$ cat src/rtl/dmem_pkg.sv
// Shared types and helpers for the dual-port dmem request arbiter.
package dmem_pkg;

  localparam int unsigned NCORES_DEF = 4;
  localparam int unsigned ADDRW_DEF  = 14;
  // Tag index is sized for the largest supported core count (8).
  localparam int unsigned TAG_IDXW   = 3;

  typedef struct packed {
    logic                valid;
    logic [TAG_IDXW-1:0] idx;
  } tag_t;

  function automatic logic [31:0] word_addr(input logic [31:0] addr, input int unsigned addrw);
    logic [31:0] mask;
    mask = (32'd1 << addrw) - 32'd1;
    return (addr >> 2) & mask;
  endfunction

endpackage

$ cat src/rtl/dmem_arbiter_if.sv
// Core-side request bus and dmem-side port bus seen by the arbiter.
interface dmem_arbiter_if #(
  parameter int unsigned NCORES = 4
);
  logic [NCORES-1:0]    core_req_i;
  logic [NCORES-1:0]    core_we_i;
  logic [32*NCORES-1:0] core_addr_i;
  logic [32*NCORES-1:0] core_wdata_i;
  logic [4*NCORES-1:0]  core_wstrb_i;
  logic [NCORES-1:0]    core_gnt_o;
  logic [NCORES-1:0]    core_rvalid_o;
  logic [32*NCORES-1:0] core_rdata_o;
  logic                 rea_o, reb_o, wea_o, web_o;
  logic [31:0]          addra_o, addrb_o, wdataa_o, wdatab_o;
  logic [3:0]           wstrba_o, wstrbb_o;
  logic [31:0]          rdataa_i, rdatab_i;

  modport slave (
    input  core_req_i, core_we_i, core_addr_i, core_wdata_i, core_wstrb_i, rdataa_i, rdatab_i,
    output core_gnt_o, core_rvalid_o, core_rdata_o, rea_o, reb_o, wea_o, web_o,
    output addra_o, addrb_o, wdataa_o, wdatab_o, wstrba_o, wstrbb_o
  );

  modport master (
    output core_req_i, core_we_i, core_addr_i, core_wdata_i, core_wstrb_i, rdataa_i, rdatab_i,
    input  core_gnt_o, core_rvalid_o, core_rdata_o, rea_o, reb_o, wea_o, web_o,
    input  addra_o, addrb_o, wdataa_o, wdatab_o, wstrba_o, wstrbb_o
  );

endinterface

$ cat src/rtl/rr_pick.sv
// Cyclic first-requester picker: scans from start_i and returns a one-hot grant plus index.
module rr_pick #(
  parameter int unsigned N = 4
) (
  input  logic [N-1:0]         req_i,
  input  logic [$clog2(N)-1:0] start_i,
  input  logic [N-1:0]         mask_i,
  output logic [N-1:0]         gnt_o,
  output logic [$clog2(N)-1:0] idx_o,
  output logic                 valid_o
);

  logic [$clog2(N)-1:0] w_k;

  always_comb begin
    gnt_o   = '0;
    idx_o   = '0;
    valid_o = 1'b0;
    w_k     = '0;
    for (int unsigned i = 0; i < N; i++) begin
      w_k = $clog2(N)'((32'(start_i) + i) % N);
      if (!valid_o && req_i[w_k] && mask_i[w_k]) begin
        gnt_o[w_k] = 1'b1;
        idx_o      = w_k;
        valid_o    = 1'b1;
      end
    end
  end

endmodule

$ cat src/rtl/dmem_arbiter.sv
// Two-port round-robin dmem arbiter with same-word write conflict blocking and read routing.
module dmem_arbiter
  import dmem_pkg::*;
#(
  parameter int unsigned NCORES = NCORES_DEF,
  parameter int unsigned ADDRW  = ADDRW_DEF
) (
  input logic           clk_i,
  input logic           rst_ni,
  dmem_arbiter_if.slave bus
);

  localparam int unsigned IW = $clog2(NCORES);

  logic [31:0]       w_addr  [NCORES];
  logic [31:0]       w_wdata [NCORES];
  logic [3:0]        w_wstrb [NCORES];
  logic [NCORES-1:0] w_gnt_a, w_gnt_b, w_conflict, w_mask_b;
  logic [IW-1:0]     w_idx_a, w_idx_b, w_start_b, w_last, w_rr_nxt;
  logic              w_vld_a, w_vld_b, w_ga, w_gb, w_we_a, w_we_b;
  logic [IW-1:0]     r_rr;
  tag_t              r_tag_a, r_tag_b;

  for (genvar k = 0; k < NCORES; k++) begin : g_core
    assign w_addr[k]     = bus.core_addr_i[32*k +: 32];
    assign w_wdata[k]    = bus.core_wdata_i[32*k +: 32];
    assign w_wstrb[k]    = bus.core_wstrb_i[4*k +: 4];
    // Any write on the same word as cA excludes that core from port B.
    assign w_conflict[k] = (word_addr(w_addr[k], ADDRW) == word_addr(w_addr[w_idx_a], ADDRW))
                           && (w_we_a || bus.core_we_i[k]);
  end

  rr_pick #(.N(NCORES)) u_pick_a (
    .req_i  (bus.core_req_i),
    .start_i(r_rr),
    .mask_i ({NCORES{1'b1}}),
    .gnt_o  (w_gnt_a),
    .idx_o  (w_idx_a),
    .valid_o(w_vld_a)
  );

  assign w_start_b = (w_idx_a == IW'(NCORES - 1)) ? '0 : w_idx_a + 1'b1;
  assign w_mask_b  = ~w_gnt_a & ~w_conflict;

  rr_pick #(.N(NCORES)) u_pick_b (
    .req_i  (bus.core_req_i),
    .start_i(w_start_b),
    .mask_i (w_mask_b),
    .gnt_o  (w_gnt_b),
    .idx_o  (w_idx_b),
    .valid_o(w_vld_b)
  );

  assign w_ga   = rst_ni && w_vld_a;
  assign w_gb   = w_ga && w_vld_b;
  assign w_we_a = bus.core_we_i[w_idx_a];
  assign w_we_b = bus.core_we_i[w_idx_b];

  assign bus.core_gnt_o = (w_ga ? w_gnt_a : '0) | (w_gb ? w_gnt_b : '0);
  assign bus.rea_o      = w_ga && !w_we_a;
  assign bus.wea_o      = w_ga && w_we_a;
  assign bus.reb_o      = w_gb && !w_we_b;
  assign bus.web_o      = w_gb && w_we_b;
  assign bus.addra_o    = w_ga ? w_addr[w_idx_a] : '0;
  assign bus.addrb_o    = w_gb ? w_addr[w_idx_b] : '0;
  assign bus.wdataa_o   = bus.wea_o ? w_wdata[w_idx_a] : '0;
  assign bus.wdatab_o   = bus.web_o ? w_wdata[w_idx_b] : '0;
  assign bus.wstrba_o   = bus.wea_o ? w_wstrb[w_idx_a] : '0;
  assign bus.wstrbb_o   = bus.web_o ? w_wstrb[w_idx_b] : '0;

  // Port B is always later in scan order than port A, so it is the last grant when present.
  assign w_last   = w_gb ? w_idx_b : w_idx_a;
  assign w_rr_nxt = (w_last == IW'(NCORES - 1)) ? '0 : w_last + 1'b1;

  always_ff @(posedge clk_i) begin
    if (!rst_ni) begin
      r_rr    <= '0;
      r_tag_a <= '0;
      r_tag_b <= '0;
    end else begin
      if (w_ga) r_rr <= w_rr_nxt;
      r_tag_a.valid <= bus.rea_o;
      r_tag_a.idx   <= TAG_IDXW'(w_idx_a);
      r_tag_b.valid <= bus.reb_o;
      r_tag_b.idx   <= TAG_IDXW'(w_idx_b);
    end
  end

  for (genvar k = 0; k < NCORES; k++) begin : g_resp
    logic w_hit_a, w_hit_b;
    assign w_hit_a = r_tag_a.valid && (r_tag_a.idx == TAG_IDXW'(k));
    assign w_hit_b = r_tag_b.valid && (r_tag_b.idx == TAG_IDXW'(k));
    assign bus.core_rvalid_o[k]         = w_hit_a || w_hit_b;
    assign bus.core_rdata_o[32*k +: 32] = w_hit_a ? bus.rdataa_i :
                                          w_hit_b ? bus.rdatab_i : '0;
  end

endmodule

$ cat src/flat_wrapper.sv
// flat-port wrapper written by rule: the top's interface ports become plain ports
module dmem_arbiter_flat import dmem_pkg::*;
#(
  parameter int unsigned NCORES = NCORES_DEF,
  parameter int unsigned ADDRW  = ADDRW_DEF
)
  (clk_i, rst_ni, bus_core_req_i, bus_core_we_i, bus_core_addr_i, bus_core_wdata_i, bus_core_wstrb_i, bus_rdataa_i, bus_rdatab_i, bus_core_gnt_o, bus_core_rvalid_o, bus_core_rdata_o, bus_rea_o, bus_reb_o, bus_wea_o, bus_web_o, bus_addra_o, bus_addrb_o, bus_wdataa_o, bus_wdatab_o, bus_wstrba_o, bus_wstrbb_o);
  dmem_arbiter_if #(.NCORES(NCORES)) bus_i ();
  input logic clk_i;
  input logic rst_ni;
  input wire logic [$bits(bus_i.core_req_i)-1:0] bus_core_req_i;
  input wire logic [$bits(bus_i.core_we_i)-1:0] bus_core_we_i;
  input wire logic [$bits(bus_i.core_addr_i)-1:0] bus_core_addr_i;
  input wire logic [$bits(bus_i.core_wdata_i)-1:0] bus_core_wdata_i;
  input wire logic [$bits(bus_i.core_wstrb_i)-1:0] bus_core_wstrb_i;
  input wire logic [$bits(bus_i.rdataa_i)-1:0] bus_rdataa_i;
  input wire logic [$bits(bus_i.rdatab_i)-1:0] bus_rdatab_i;
  output wire logic [$bits(bus_i.core_gnt_o)-1:0] bus_core_gnt_o;
  output wire logic [$bits(bus_i.core_rvalid_o)-1:0] bus_core_rvalid_o;
  output wire logic [$bits(bus_i.core_rdata_o)-1:0] bus_core_rdata_o;
  output wire logic [$bits(bus_i.rea_o)-1:0] bus_rea_o;
  output wire logic [$bits(bus_i.reb_o)-1:0] bus_reb_o;
  output wire logic [$bits(bus_i.wea_o)-1:0] bus_wea_o;
  output wire logic [$bits(bus_i.web_o)-1:0] bus_web_o;
  output wire logic [$bits(bus_i.addra_o)-1:0] bus_addra_o;
  output wire logic [$bits(bus_i.addrb_o)-1:0] bus_addrb_o;
  output wire logic [$bits(bus_i.wdataa_o)-1:0] bus_wdataa_o;
  output wire logic [$bits(bus_i.wdatab_o)-1:0] bus_wdatab_o;
  output wire logic [$bits(bus_i.wstrba_o)-1:0] bus_wstrba_o;
  output wire logic [$bits(bus_i.wstrbb_o)-1:0] bus_wstrbb_o;
  assign bus_i.core_req_i = bus_core_req_i;
  assign bus_i.core_we_i = bus_core_we_i;
  assign bus_i.core_addr_i = bus_core_addr_i;
  assign bus_i.core_wdata_i = bus_core_wdata_i;
  assign bus_i.core_wstrb_i = bus_core_wstrb_i;
  assign bus_i.rdataa_i = bus_rdataa_i;
  assign bus_i.rdatab_i = bus_rdatab_i;
  assign bus_core_gnt_o = bus_i.core_gnt_o;
  assign bus_core_rvalid_o = bus_i.core_rvalid_o;
  assign bus_core_rdata_o = bus_i.core_rdata_o;
  assign bus_rea_o = bus_i.rea_o;
  assign bus_reb_o = bus_i.reb_o;
  assign bus_wea_o = bus_i.wea_o;
  assign bus_web_o = bus_i.web_o;
  assign bus_addra_o = bus_i.addra_o;
  assign bus_addrb_o = bus_i.addrb_o;
  assign bus_wdataa_o = bus_i.wdataa_o;
  assign bus_wdatab_o = bus_i.wdatab_o;
  assign bus_wstrba_o = bus_i.wstrba_o;
  assign bus_wstrbb_o = bus_i.wstrbb_o;
  dmem_arbiter #(.NCORES(NCORES), .ADDRW(ADDRW)) u_core (.clk_i(clk_i), .rst_ni(rst_ni), .bus(bus_i));
endmodule
$ cat config.mk
export PLATFORM = sky130hd
export DESIGN_NAME = dmem_arbiter_flat
export DESIGN_NICKNAME = d
export VERILOG_FILES = /design/src/rtl/dmem_pkg.sv /design/src/rtl/dmem_arbiter_if.sv /design/src/rtl/rr_pick.sv /design/src/rtl/dmem_arbiter.sv /design/src/flat_wrapper.sv
export SDC_FILE = /design/constraint.sdc
export NUM_CORES = 1
export LEC_CHECK = 0
export CAP_MARGIN = 40
export CORE_AREA = 2 2 245 247
export DETAILED_ROUTE_END_ITERATION = 8
export DIE_AREA = 0 0 247 249
export PLACE_DENSITY = 0.45
export RECOVER_POWER = 100
export SLEW_MARGIN = 20
export SYNTH_ARGS = -nofsm -noshare
export SYNTH_HDL_FRONTEND = slang
export SYNTH_SLANG_ARGS = --single-unit
export TNS_END_PERCENT = 30
$ cat constraint.sdc
create_clock -name clk_i -period 30.2 [get_ports clk_i]
set_input_delay 9.06 -clock clk_i [delete_from_list [all_inputs] [get_ports clk_i]]
set_output_delay 9.06 -clock clk_i [all_outputs]
set_load 0.005 [all_outputs]
==> impl_metrics.toml, run 1 <==
[status]
status = "finished with violations"
violations = "capacitance limit, slew limit"

[route]
wl_per_cell_um = 24.7
wl_um = 64300
drtIter0Drc = 887
vias = 13300
ant_nets = 0
viasPerCell = 5.10
drt_first_pass_iters = 7
drcViolationCount = 0

[worst_setup_path]
critPathMaxStageDelay_ns = 1.08
cp_max_fo = 59
crit_family = "buffers and inverters"
worstPathCellList = "dlygate4sd3_1 -> mux4_2 -> nor4b_1 -> a2111oi_4 -> buf_4 -> nor2_8 -> buf_4 -> mux2i_1 -> xnor2_1 -> a2111oi_0 -> a31oi_1 -> nor2_2 -> nand4_1 -> nand3_1 -> a221o_4 -> buf_16 -> clkbuf_1 -> buf_16 -> o2111a_1 -> o21ai_4 -> buf_4 -> nor2b_1 -> dlygate4sd3_1"
crit_arrival_ns = 18.86
crit_path_start_kind = "primary input"
rrSetupSlack_ns = 20.81
cpMostUsedCell = "buf_4"
crit_buf_inv = 8
worstSetupPathType = "primary input to output port"
cp_slowest_cell = "nor4b_1"
required_ns = 21.14
cp-end-kind = "output port"
r2r_start = "u_core.r_rr[0]"
cp-startpoint = "bus_core_req_i[0]"

[timing]
max_slew_margin = -0.573
min_period_ns = 27.92
worst_clock_skew_ns = 0.000616
final.period_utilization = 0.925
rsz0062_at_grt = "false"
setup_tns_ns = 0
setup_viol = 0
fmax_mhz = 35.8
tightestPinTransition_ns = 2.36
drv_slew = 143
hold_viol = 0

[floorplanning]
rows = 89
die_x_um = 247
pin_count = 622
coreArea_mm2 = 0.0587
dieArea_mm2 = 0.0615
initial_utilization = 0.160
chipHeight_um = 249

[place]
placed_area_mm2 = 0.0163
gp_congestion = 0.887
dpl.hpwl_um = 51400
place.port_buffers = 621

[synthesis]
synthesis.area_mm2 = 0.00939
async_reset_ff_frac = 0
syn_avg_cell_area_um2 = 7.13
yosys-top-cells-area = "mux4_2 17%, a22o_1 12%, nand2_1 11%, a311oi_1 5.4%, and3_1 4.8%"
yosysSeqAreaShare = 0.0171
synth_cell_type_count = 85
yosys.area_share.simple = 0.302
ys.flop_type = "dfxtp_1"
yosysTopAreaCellShare = 0.173
synth-edff-count = 0
synth_most_common_cell = "nand2_1"
synth_commonest_cells = "287 x nand2_1, 129 x a22o_1, 116 x clkbuf_1"
muxShareOfSynthArea = 0.186
ys_warn_count = 0
synth_fa_ha_area_frac = 0.0160
synth_top_family_by_area = "compound AO/OA/AOI/OAI gates"
synth-seq-cells = 8
syn_inst = 1317
yosysTopAreaCell = "mux4_2"
yosys.area_share.xor_xnor = 0.0559
synth_nets = 1675
synth_compound_area_frac = 0.338

[global_route]
antenna_found_initial = 19
grt_start_max_net_pins = 74
grt_pass1_vias = 13200
track_usage = 0.196
grt_pass1_wl_um = 92500
grt_overflow = 0

[hold_path]
hp-start = "u_core.r_rr[1]"
hp-class = "flip-flop to flip-flop"

[cts]
ctsResizeCount = 0
clkTransAtPathRegs_ns = 0.04
cts_hold_buf = 0
numCtsBuffers = 3
cts_buffer_depth = 2
cts_sinks = 8
cts_setup_buffers = 0
cts_tree = "built"
cts_root_buf = "clkbuf_16"
cts_max_level = 1
clock_latency_ns = 0.23

[cells_and_area]
nets = 2181
area_growth_pct = 74.5
final_area_mm2 = 0.0164
drive_gt1_frac = 0.0785

[flow_run]
drv_cap = 4
[path summary, 6_finish.rpt]
check                      end  depth (start not counted)
min             u_core.r_rr[1]                          2
max            bus_wdatab_o[7]                         23
min reg2reg     u_core.r_rr[1]                          2
max reg2reg  u_core.r_tag_b[3]                         22
[state kept, by name (all words and copies together), names as in the netlist]
signal / cells
u_core.r_rr: 2
u_core.r_tag_b: 3
u_core.r_tag_a: 3
[per-stage QoR]
stage	setup slack (ns)	instances	utilization	hold WS [ns]
final	2.28	2600	0.279	0.706
after global routing	1.52	2599	0.279	0.738
after CTS	3.27	2592	0.279	0.700
after detailed placement	3.29	2589	0.278	0.699
after floorplan	6.93	1317	-	0.698
after global placement	2.95	2583	0.275	0.699
[cell usage in the layout, fill, tap and decap left out, types with 7 or more instances in the layout]
| cell | Yosys | final |
|---|---|---|
| a211oi_1 | 7 | 7 |
| a21oi_1 | 31 | 31 |
| a22o_1 | 129 | 129 |
| a311oi_1 | 58 | 58 |
| a31oi_1 | 14 | 14 |
| and2_1 | 35 | 35 |
| and3_1 | 72 | 72 |
| buf_4 | 3 | 22 |
| clkdlybuf4s50_1 | 0 | 357 |
| dfxtp_1 | 8 | 8 |
| dlygate4sd3_1 | 0 | 264 |
| ha_1 | 12 | 12 |
| inv_1 | 27 | 26 |
| mux2i_1 | 11 | 11 |
| mux4_2 | 72 | 72 |
| nand2_1 | 287 | 287 |
| nand2b_1 | 9 | 9 |
| nand3_1 | 41 | 41 |
| nand4_1 | 8 | 8 |
| nor2_1 | 40 | 38 |
| nor2b_1 | 45 | 45 |
| nor3_1 | 15 | 13 |
| o211ai_1 | 23 | 23 |
| o21ai_0 | 27 | 27 |
| xnor2_1 | 35 | 35 |
| xor2_1 | 25 | 25 |
[routing by layer]
layer	global-route usage	up-vias	wire (um)	part of all wire
li1	-	6025	-	-
met1	0.234	6455	24800	0.39
met2	0.358	700	32700	0.51
met3	0.0418	69	5580	0.087
met4	0.0379	16	1040	0.016
met5	0	-	104	0.0016
[kinds of logic (layout without fill, tap and decap cells)]
| family | count (synthesis) | count (layout) |
|---|---|---|
| compound gates | 384 | 384 |
| xor+xnor | 60 | 60 |
| fa+ha+maj | 12 | 12 |
| buf+inv | 185 | 689 |
| flops | 8 | 8 |
| mux | 84 | 84 |
| other cells | 0 | 6 |
| simple gates | 584 | 584 |
[area by class of cell]
| type | instances | area [um^2] |
|---|---|---|
| inverter | 31 | 120 |
| antenna | 6 | 15.0 |
| tap | 773 | 967 |
| multi-input combinational | 1124 | 8470 |
| sequential | 8 | 160 |
| clock buffer | 3 | 75.1 |
| timing repair buffer | 655 | 6590 |
| fill | 6342 | 42300 |
[tightest hold or removal path: cells and delay by family, from the launching register on]
family / cells / cell delay (ns)
flops: 1 / 0.43
compound gates: 2 / 0.23
Power of run 1 is left out: the tool's default activity adds up to more than one toggle a clock period on the data nets, which glitch-free logic cannot reach.
==> run 2: changes to the inputs <==
CORE_AREA = 2 2 244 246   (was 2 2 245 247)
DIE_AREA = 0 0 246 248   (was 0 0 247 249)
==> run 2 against run 1 <==
Compared with the run above: the flow still finishes with violations (capacitance limit, slew limit); wire length decreased by 0.91%; die area decreased by 0.80%; clock skew increased by 0.0018 ns; count of clock-buffer cells in the layout unchanged; global-route usage decreased by 0.42 points; worst hold slack got worse by 0.18 ns; via count increased by 0.78%; sequential share of layout area about the same.
==> impl_metrics.toml, run 2 (synthesis gave the netlist of run 1 again) <==
[timing]
hold_viol = 0
rsz0062_at_grt = "false"
drv_slew = 152
max_slew_margin = -0.571
min_period_ns = 27.77
final.period_utilization = 0.919
worst_clock_skew_ns = 0.00240
postLayoutSetupSlackWorst_ns = 2.43
tightestPinTransition_ns = 2.36
setup_viol = 0
setup_tns_ns = 0
fmax_mhz = 36.0

[floorplanning]
rows = 89
initial_utilization = 0.161
coreArea_mm2 = 0.0585
die_x_um = 246
dieArea_mm2 = 0.0610
pin_count = 622
chipHeight_um = 248

[route]
wl_per_cell_um = 24.5
drt_first_pass_iters = 5
wl_um = 63700
ant_nets = 0
vias = 13400
drtIter0Drc = 931
viasPerCell = 5.15
drcViolationCount = 0

[cells_and_area]
drive_gt1_frac = 0.0754
seqCellArea_um2 = 160
multi_input_area_mm2 = 0.00846
fillers = 6369
nets = 2176
final_common_cell = "clkdlybuf4s50_1"
layout_common_cells = "355 x clkdlybuf4s50_1, 287 x nand2_1, 266 x dlygate4sd3_1"
area_growth_pct = 73.6
largestRegisters = "u_core.r_tag_a: 3 flops, u_core.r_tag_b: 3 flops, u_core.r_rr: 2 flops"

[worst_setup_path]
worstSetupPathType = "primary input to output port"
crit_arrival_ns = 18.71
cp_max_fo = 59
required_ns = 21.14
crit_path_start_kind = "primary input"
cp-end-kind = "output port"

[status]
status = "finished with violations"
violations = "capacitance limit, slew limit"

[cts]
cts_root_buf = "clkbuf_16"
cts_max_level = 1
cts_setup_buffers = 0
ctsResizeCount = 0
cts_buffer_depth = 2
cts_hold_buf = 0
cts_tree = "built"
clock_latency_ns = 0.23
cts_sinks = 8
clkTransAtPathRegs_ns = 0.04
numCtsBuffers = 3

[global_route]
grt_start_max_net_pins = 152
grt_pass1_wl_um = 89200
track_usage = 0.192
grt_pass1_vias = 13000
grt_overflow = 0
antenna_found_initial = 12

[hold_path]
hp-class = "flip-flop to flip-flop"

[place]
post-place-ws_ns = 3.70
place.port_buffers = 621
dpl.hpwl_um = 49600
gp_congestion = 0.902

[flow_run]
drv_cap = 5
run 2: area by class of cell:
| cell class | count | share of cell area |
|---|---|---|
| Antenna cell | 6 | 0.000921 |
| Clock buffer | 3 | 0.00460 |
| Inverter | 31 | 0.00737 |
| Multi-Input combinational cell | 1124 | 0.519 |
| Sequential cell | 8 | 0.00982 |
| Tap cell | 773 | 0.0593 |
| Timing Repair Buffer | 650 | 0.399 |
run 2: worst max-delay path, cell delays in order:
cell	delay (ns)
dlygate4sd3_1	0.71
mux4_2	0.66
nor4b_1	1.10
a2111oi_4	0.01
buf_4	0.29
nor2_8	0.14
buf_4	0.47
buf_4	0.67
mux2i_1	0.29
xnor2_1	0.20
a22oi_1	0.13
a21oi_1	0.23
nor2_1	0.18
o311ai_0	1.42
nor2_1	0.44
a211oi_1	0.54
buf_4	0.68
mux4_2	0.51
and2_1	0.22
clkdlybuf4s50_1	0.52
run 2: worst paths after layout:
kind / startpoint / to / slack (ns) / depth (start not counted)
setup / recovery: bus_core_req_i[0] / bus_addrb_o[20] / 2.43 / 20
hold / removal: u_core.r_rr[0] / u_core.r_rr[0] / 0.52 / 2
setup reg to reg: u_core.r_rr[0] / u_core.r_rr[1] / 20.81 / 22
hold reg to reg: u_core.r_rr[0] / u_core.r_rr[0] / 0.52 / 2
run 2: layer usage:
layer,global-route usage,routed length [um],part of all wire,up-vias
met5,0,87,0.0014,-
met4,0.0430,1310,0.021,12
met3,0.0458,5640,0.089,76
met2,0.344,31900,0.50,682
met1,0.231,24700,0.39,6563
li1,-,-,-,6036
run 2: per-stage QoR:
stage               cells  hold WS [ns]  area, um^2   util
finish               2595         0.523       16300  0.279
global route         2592         0.565       16300  0.279
CTS                  2585         0.724       16300  0.278
detailed placement   2582         0.718       16200  0.277
global placement     2580         0.694       16100  0.276
floorplan            1317         0.698        9390      -
Power of run 2 is left out for the same reason.
==> run 3: changes to the inputs <==
TNS_END_PERCENT = unset   (was 30)
==> results of run 3 <==
The final DEF is identical to that of run 2; final timing and power are the same.
Power of run 3 is left out for the same reason.
